[src/rtl/comp_mult_job_sched.sv]
// Job scheduler for the comp_mult register file: queues job descriptors, programs
// RF regs 0..4 for each job, polls the done bit and retires the job.
module comp_mult_job_sched #(
    parameter int SYS_AW     = 16,
    parameter int REG_DW     = 32,
    parameter int RF_BADDR   = 0,
    parameter int FIFO_DEPTH = 4,
    parameter int TIMEOUT    = 65535
) (
    input  logic                          clk,
    input  logic                          sw_rst,
    input  logic                          job_valid,
    output logic                          job_ready,
    input  logic [SYS_AW-1:0]             job_op1_ba,
    input  logic [SYS_AW-1:0]             job_op2_ba,
    input  logic [SYS_AW-1:0]             job_res_ba,
    input  logic [15:0]                   job_nr_op,
    output logic [SYS_AW-1:0]             rf_addr,
    output logic                          rf_wr,
    output logic [REG_DW-1:0]             rf_cfg,
    input  logic [REG_DW-1:0]             rf_sts,
    output logic                          busy,
    output logic                          done_pulse,
    output logic                          err_timeout,
    output logic [15:0]                   jobs_done,
    output logic [$clog2(FIFO_DEPTH):0]   fifo_level
);

    localparam int PW = $clog2(FIFO_DEPTH);
    localparam int LW = PW + 1;
    localparam logic [31:0] TO_LIM = 32'(TIMEOUT);

    typedef struct packed {
        logic [SYS_AW-1:0] op1;
        logic [SYS_AW-1:0] op2;
        logic [SYS_AW-1:0] res;
        logic [15:0]       nr;
    } job_t;

    typedef enum logic [3:0] {
        S_IDLE, S_WR_OP1, S_WR_OP2, S_WR_RES, S_WR_NOP,
        S_WR_START, S_GUARD, S_POLL, S_DONE
    } state_t;

    job_t          r_mem [FIFO_DEPTH];
    logic [PW-1:0] r_wptr;
    logic [PW-1:0] r_rptr;
    logic [LW-1:0] r_count;

    state_t        r_state;
    job_t          r_job;
    logic          r_guard;
    logic          r_poll_first;
    logic [31:0]   r_to_cnt;
    logic [SYS_AW-1:0] r_rf_addr;
    logic          r_rf_wr;
    logic [REG_DW-1:0] r_rf_cfg;
    logic          r_done_pulse;
    logic          r_err_timeout;
    logic [15:0]   r_jobs_done;

    logic          w_full;
    logic          w_empty;
    logic          w_push;
    logic          w_pop;
    logic          w_to_hit;
    logic          w_unused;
    job_t          w_head;

    function automatic logic [SYS_AW-1:0] rf_at(input int off);
        return SYS_AW'(RF_BADDR + off);
    endfunction

    assign w_full   = (r_count == LW'(FIFO_DEPTH));
    assign w_empty  = (r_count == '0);
    assign w_push   = job_valid & ~w_full;
    assign w_pop    = (r_state == S_IDLE) & ~w_empty;
    assign w_head   = r_mem[r_rptr];
    // Hit on the GUARD/POLL cycle that brings the count up to TIMEOUT.
    assign w_to_hit = (TIMEOUT != 0) && ((r_to_cnt + 32'd1) == TO_LIM);
    assign w_unused = ^rf_sts[REG_DW-1:1];

    assign job_ready   = ~w_full;
    assign fifo_level  = r_count;
    assign busy        = (r_state != S_IDLE) || !w_empty;
    assign rf_addr     = r_rf_addr;
    assign rf_wr       = r_rf_wr;
    assign rf_cfg      = r_rf_cfg;
    assign done_pulse  = r_done_pulse;
    assign err_timeout = r_err_timeout;
    assign jobs_done   = r_jobs_done;

    always_ff @(posedge clk) begin
        if (w_push) begin
            r_mem[r_wptr] <= '{op1: job_op1_ba, op2: job_op2_ba, res: job_res_ba, nr: job_nr_op};
        end
    end

    always_ff @(posedge clk) begin
        if (sw_rst) begin
            r_wptr  <= '0;
            r_rptr  <= '0;
            r_count <= '0;
        end else begin
            if (w_push) r_wptr <= r_wptr + PW'(1);
            if (w_pop)  r_rptr <= r_rptr + PW'(1);
            case ({w_push, w_pop})
                2'b10:   r_count <= r_count + LW'(1);
                2'b01:   r_count <= r_count - LW'(1);
                default: r_count <= r_count;
            endcase
        end
    end

    // Outputs are loaded on the edge that enters a state, so they always match r_state.
    always_ff @(posedge clk) begin
        if (sw_rst) begin
            r_state       <= S_IDLE;
            r_job         <= '0;
            r_guard       <= 1'b0;
            r_poll_first  <= 1'b0;
            r_to_cnt      <= '0;
            r_rf_addr     <= '0;
            r_rf_wr       <= 1'b0;
            r_rf_cfg      <= '0;
            r_done_pulse  <= 1'b0;
            r_err_timeout <= 1'b0;
            r_jobs_done   <= '0;
        end else begin
            r_done_pulse <= 1'b0;
            case (r_state)
                S_IDLE: begin
                    if (!w_empty) begin
                        r_job <= w_head;
                        if (w_head.nr == 16'd0) begin
                            r_state      <= S_DONE;
                            r_done_pulse <= 1'b1;
                            r_jobs_done  <= r_jobs_done + 16'd1;
                        end else begin
                            r_state   <= S_WR_OP1;
                            r_rf_wr   <= 1'b1;
                            r_rf_addr <= rf_at(0);
                            r_rf_cfg  <= REG_DW'(w_head.op1);
                        end
                    end
                end
                S_WR_OP1: begin
                    r_state   <= S_WR_OP2;
                    r_rf_addr <= rf_at(1);
                    r_rf_cfg  <= REG_DW'(r_job.op2);
                end
                S_WR_OP2: begin
                    r_state   <= S_WR_RES;
                    r_rf_addr <= rf_at(2);
                    r_rf_cfg  <= REG_DW'(r_job.res);
                end
                S_WR_RES: begin
                    r_state   <= S_WR_NOP;
                    r_rf_addr <= rf_at(3);
                    r_rf_cfg  <= REG_DW'(r_job.nr);
                end
                S_WR_NOP: begin
                    r_state   <= S_WR_START;
                    r_rf_addr <= rf_at(4);
                    r_rf_cfg  <= REG_DW'(1);
                    r_to_cnt  <= '0;
                end
                S_WR_START: begin
                    r_state   <= S_GUARD;
                    r_rf_wr   <= 1'b0;
                    r_rf_cfg  <= '0;
                    r_rf_addr <= rf_at(5);
                    r_guard   <= 1'b0;
                end
                S_GUARD: begin
                    r_to_cnt <= r_to_cnt + 32'd1;
                    r_guard  <= 1'b1;
                    if (w_to_hit) begin
                        r_state       <= S_IDLE;
                        r_err_timeout <= 1'b1;
                    end else if (r_guard) begin
                        r_state      <= S_POLL;
                        r_poll_first <= 1'b1;
                    end
                end
                S_POLL: begin
                    r_to_cnt     <= r_to_cnt + 32'd1;
                    r_poll_first <= 1'b0;
                    if (!r_poll_first && rf_sts[0]) begin
                        r_state      <= S_DONE;
                        r_done_pulse <= 1'b1;
                        r_jobs_done  <= r_jobs_done + 16'd1;
                    end else if (w_to_hit) begin
                        r_state       <= S_IDLE;
                        r_err_timeout <= 1'b1;
                    end
                end
                S_DONE: begin
                    r_state <= S_IDLE;
                end
                default: begin
                    r_state <= S_IDLE;
                end
            endcase
        end
    end

endmodule

[config.mk]
export PLATFORM = sky130hd
export DESIGN_NAME = comp_mult_job_sched
export DESIGN_NICKNAME = d
export VERILOG_FILES = /design/src/rtl/comp_mult_job_sched.sv
export SDC_FILE = /design/constraint.sdc
export NUM_CORES = 1
export LEC_CHECK = 0
export CAP_MARGIN = 25
export CORE_ASPECT_RATIO = 0.9
export CORE_MARGIN = 2
export CORE_UTILIZATION = 51
export DETAILED_ROUTE_END_ITERATION = 8
export PLACE_DENSITY = 0.79
export SETUP_SLACK_MARGIN = 0.3
export SYNTH_ARGS = -nofsm -noshare
export SYNTH_HDL_FRONTEND = slang
export SYNTH_SLANG_ARGS = --single-unit
[constraint.sdc]
create_clock -name clk -period 2.8 [get_ports clk]
set_input_delay 0.56 -clock clk [delete_from_list [all_inputs] [get_ports clk]]
set_output_delay 0.56 -clock clk [all_outputs]
set_load 0.02 [all_outputs]
==> results.md <==
- Worst Path Max Fanout: 8
- Asr flop ratio synth: 0%
- # IOs: between 150 and 200
- Cell with the most instances after synthesis: edfxtp_1
- Routed Antenna Nets: 0
- Cell taking the most area after synthesis: edfxtp_1
- Largest family of logic cells by synthesized area: multiplexers
- Pwr Density: 958 mW/mm^2
- NumNets Final: 1453
- Vias in the first global route: 10364
- Routed WL: approximately 36000 um
- Root Buffer: clkbuf_16
- Clk Latency, worst-skew pair: between 0.5 and 0.6 ns
- Hold Crit Start: r_job[35]
- Final setup fails: 20
- Drc violations: 0
- RSZ-0062 raised after global routing: true
- R2r setup slk: -0.12 ns
- Final period util: 104%
- Total number of vias: 10327
- CP top delay family: multiplexers
- CP Capture Type: flip-flop
- Post-Synthesis Cells: 1180
- Layout cells sized above 1: 20.6%
- Hold_buf cts: 0
- Cells after DPL: approximately 1700
- Final WS setup: -0.115 ns
- Number of synthesized flops with an enable pin: 256
- Ant diodes: 0
- Worst Setup Path Type: flip-flop to flip-flop
- Multi-input gate area: roughly 0.0053 mm^2
- Filler cells: 2146
- Fin. max-slew vios: 0
- DIE AREA: between 0.03 and 0.04 mm^2
- Post-Synth XOR/XNOR Area: ~1.5%
- Critical Path AT: 3.32 ns
- Startpoint types: flip-flop
- Starting DRT DRC Count: between 900 and 1000
- 1st-pass router iterations: 5
- Post-route insts no fill: 1784
- Adder-cell share of the synthesized area: less than 1%
- Congestion Overflow GR: 0
- Final Hold Fails: 0
- Routed len/inst: 20.4 um
- Cell Area, Synth: roughly 0.016 mm^2
- Post-synth top area share: between 40% and 50%
- Total Routing Usage GR: around 23%
- Leakage: about 6.6 nW
- Netlist cell types: 59
- Hold WS: between 0.4 and 0.5 ns
- Max Root-Sink Buffers: 3
- Slew @ Worst Pin: around 0.59 ns
- Max_slew headroom: 60.4%
- DP HPWL: 22400 um
- Placer Congestion: about 0.83
- CP Capture Point: rf_cfg[9]
- Setup Skew: around 0.02 ns
- RR Endpoint: rf_cfg[9]
- Slowest cell on crit path: mux4_2
- Post-synth top cells: 256 x edfxtp_1, 134 x nand2_1, 133 x dfxtp_1
- Multiplexer share of the synthesized area: about 12%
- # port buffers: 110
- Sequential fraction of design power: between 40% and 50%
- Initial antenna violation count: 1
- Hold Path Class: flip-flop to flip-flop
- Synth Area in Simple Gates: 10.0%
- Syn_area_per_cell: between 10 and 15 um^2
- Sw frac: 31.9%
- Post-layout minimum cycle time: a little under 3 ns
- Yosys Warn Count: 0
- Crit-path max cell delay: 0.54 ns
- Power Internal: 12.7 mW
- Clock-pin transition on the worst setup and hold timing paths: around 0.060 ns
- Part of the Yosys area used for sequential elements: between 60% and 70%
- Failing checks: negative setup slack
- Max-cap violations: 0
- Reg area: 0.0104 mm^2
- VDD IR max: 0.777 mV
- Worst Reg2Reg Path Length in Cells: 12
- CTS sink count: ~400
- Core area: approximately 0.031 mm^2
- Post-synth top flop: edfxtp_1
- Die Y: between 150 and 200 um
- Die Wd: 190 um
- Data required, critical path: approximately 3.2 ns
- CTS H-tree lvls: 2
- # rows: ~60
- Ranking of synthesized cells by area: edfxtp_1 48%, dfxtp_1 17%, mux4_2 7.6%
- CP Depth: 12
- Post-layout util: a little over three fifths
- Vias per cell: between 5 and 6
- Pin count of the biggest net entering global routing: 65
- Worst path cell trace: buf_12 -> buf_12 -> mux4_2 -> nor4_4 -> nand4_1 -> buf_4 -> nor2b_4 -> o41ai_4 -> buf_4 -> buf_12 -> mux2i_1 -> nor2_1
- Logic pwr share: between 30% and 40%
- Status: finished, violations left
- CTS tree: yes
- Area growth, synth to finish: 22.5%
- NetSw: roughly 6.0 mW
- Initial Utilization: around 52%
- Num CTS Buffers: 39
- Fmax achieved: about 340 MHz
- First-pass GRT wire length: approximately 57000 um
- Worst path buffer plus inverter count: 5
- Clock power share: between 20% and 30%
- CP most frequent cell: buf_12
- Compound-Gate Fraction of Synth Area: under 10%
- Synth Register Bits: between 300 and 400
-- stage by stage --
stage          area, um^2  power [mW]  setup WS [ns]  setup TNS [ns]
6_report            19500        18.7         -0.115           -1.25
5_1_grt             19500        19.5         -0.232           -4.33
4_1_cts             19300        18.6         -0.121           -1.22
3_5_place_dp        17700        13.1         -0.211           -2.84
3_3_place_gp        17700        12.9         -0.159           -2.16
2_1_floorplan       16100        11.1        -0.0589          -0.530
-- cell usage in the layout (no fill, tap or decap), types with 29 or more instances in the layout --
master,netlist,layout
nor2_1,84,82
mux4_2,54,61
dfxtp_1,133,118
buf_4,29,68
a21oi_1,80,80
clkdlybuf4s50_1,0,107
edfxtp_1,256,256
nand2_1,134,132
conb_1,1,29
clkbuf_16,0,40
-- how the worst min path moves through the flow --
stage,end,slack (ns),cells past startpoint
3_5_place_dp,r_job[1],0.45,2
6_report,r_job[35],0.46,2
4_1_cts,r_job[6],0.46,2
3_3_place_gp,r_job[10],0.44,2
2_1_floorplan,r_job[16],0.43,2
5_1_grt,r_job[39],0.47,2
-- registers in the layout (all words and copies together), names as in the netlist, 3 cells and up, named ones only --
signal,cells
fifo_level,3
rf_cfg,16
r_job,48
r_mem,256
jobs_done,16
r_to_cnt,32
rf_addr,3
r_state,4
-- cells by family (layout without fill, tap and decap cells) --
logic type	after synthesis	count (layout)
flops	389	389
simple gates	344	344
compound gates	181	181
buf+inv	130	297
mux	98	98
xor+xnor	28	28
fa+ha+maj	9	9
other cells	1	29
-- area by class of cell --
type                            count  share of cell area, %
Inverter                           28                  0.539
Tap cell                          409                   2.63
Clock inverter                     18                   1.16
Clock buffer                       53                   5.33
Sequential cell                   389                   53.2
Multi-Input combinational cell    689                   27.1
Timing Repair Buffer              198                   9.98
-- timing repair --
item,CTS,global route
gates cloned,2,0
gates resized for setup,42,49
endpoints found under the setup margin,41,44
setup buffers,9,11
pin swaps,12,8
-- power by group through the flow --
| stage | combinational [mW] | clock, mW | sequential [mW] |
|---|---|---|---|
| finish | 5.99 | 5.15 | 7.53 |
| CTS | 5.88 | 5.25 | 7.51 |
| detailed placement | 5.47 | 0 | 7.62 |
| floorplan | 3.49 | 0 | 7.64 |
| global placement | 5.38 | 0 | 7.56 |
| global route | 6.47 | 5.46 | 7.60 |
-- per-layer routing --
layer  global-route usage [%]  routed length, um
met5                        0                 13
met4                     9.64               1440
met3                     3.90               2510
met2                     37.5              17600
met1                     29.7              14900
-- worst min-delay path, delay by kind of cell, from the launching register on --
kind             cells  cell delay, ns
flip-flops           1            0.31
AO/OA/AOI/OAI        1            0.05
AND/OR/NAND/NOR      1            0.05
No activity file was read; power rests on OpenSTA's default activity.
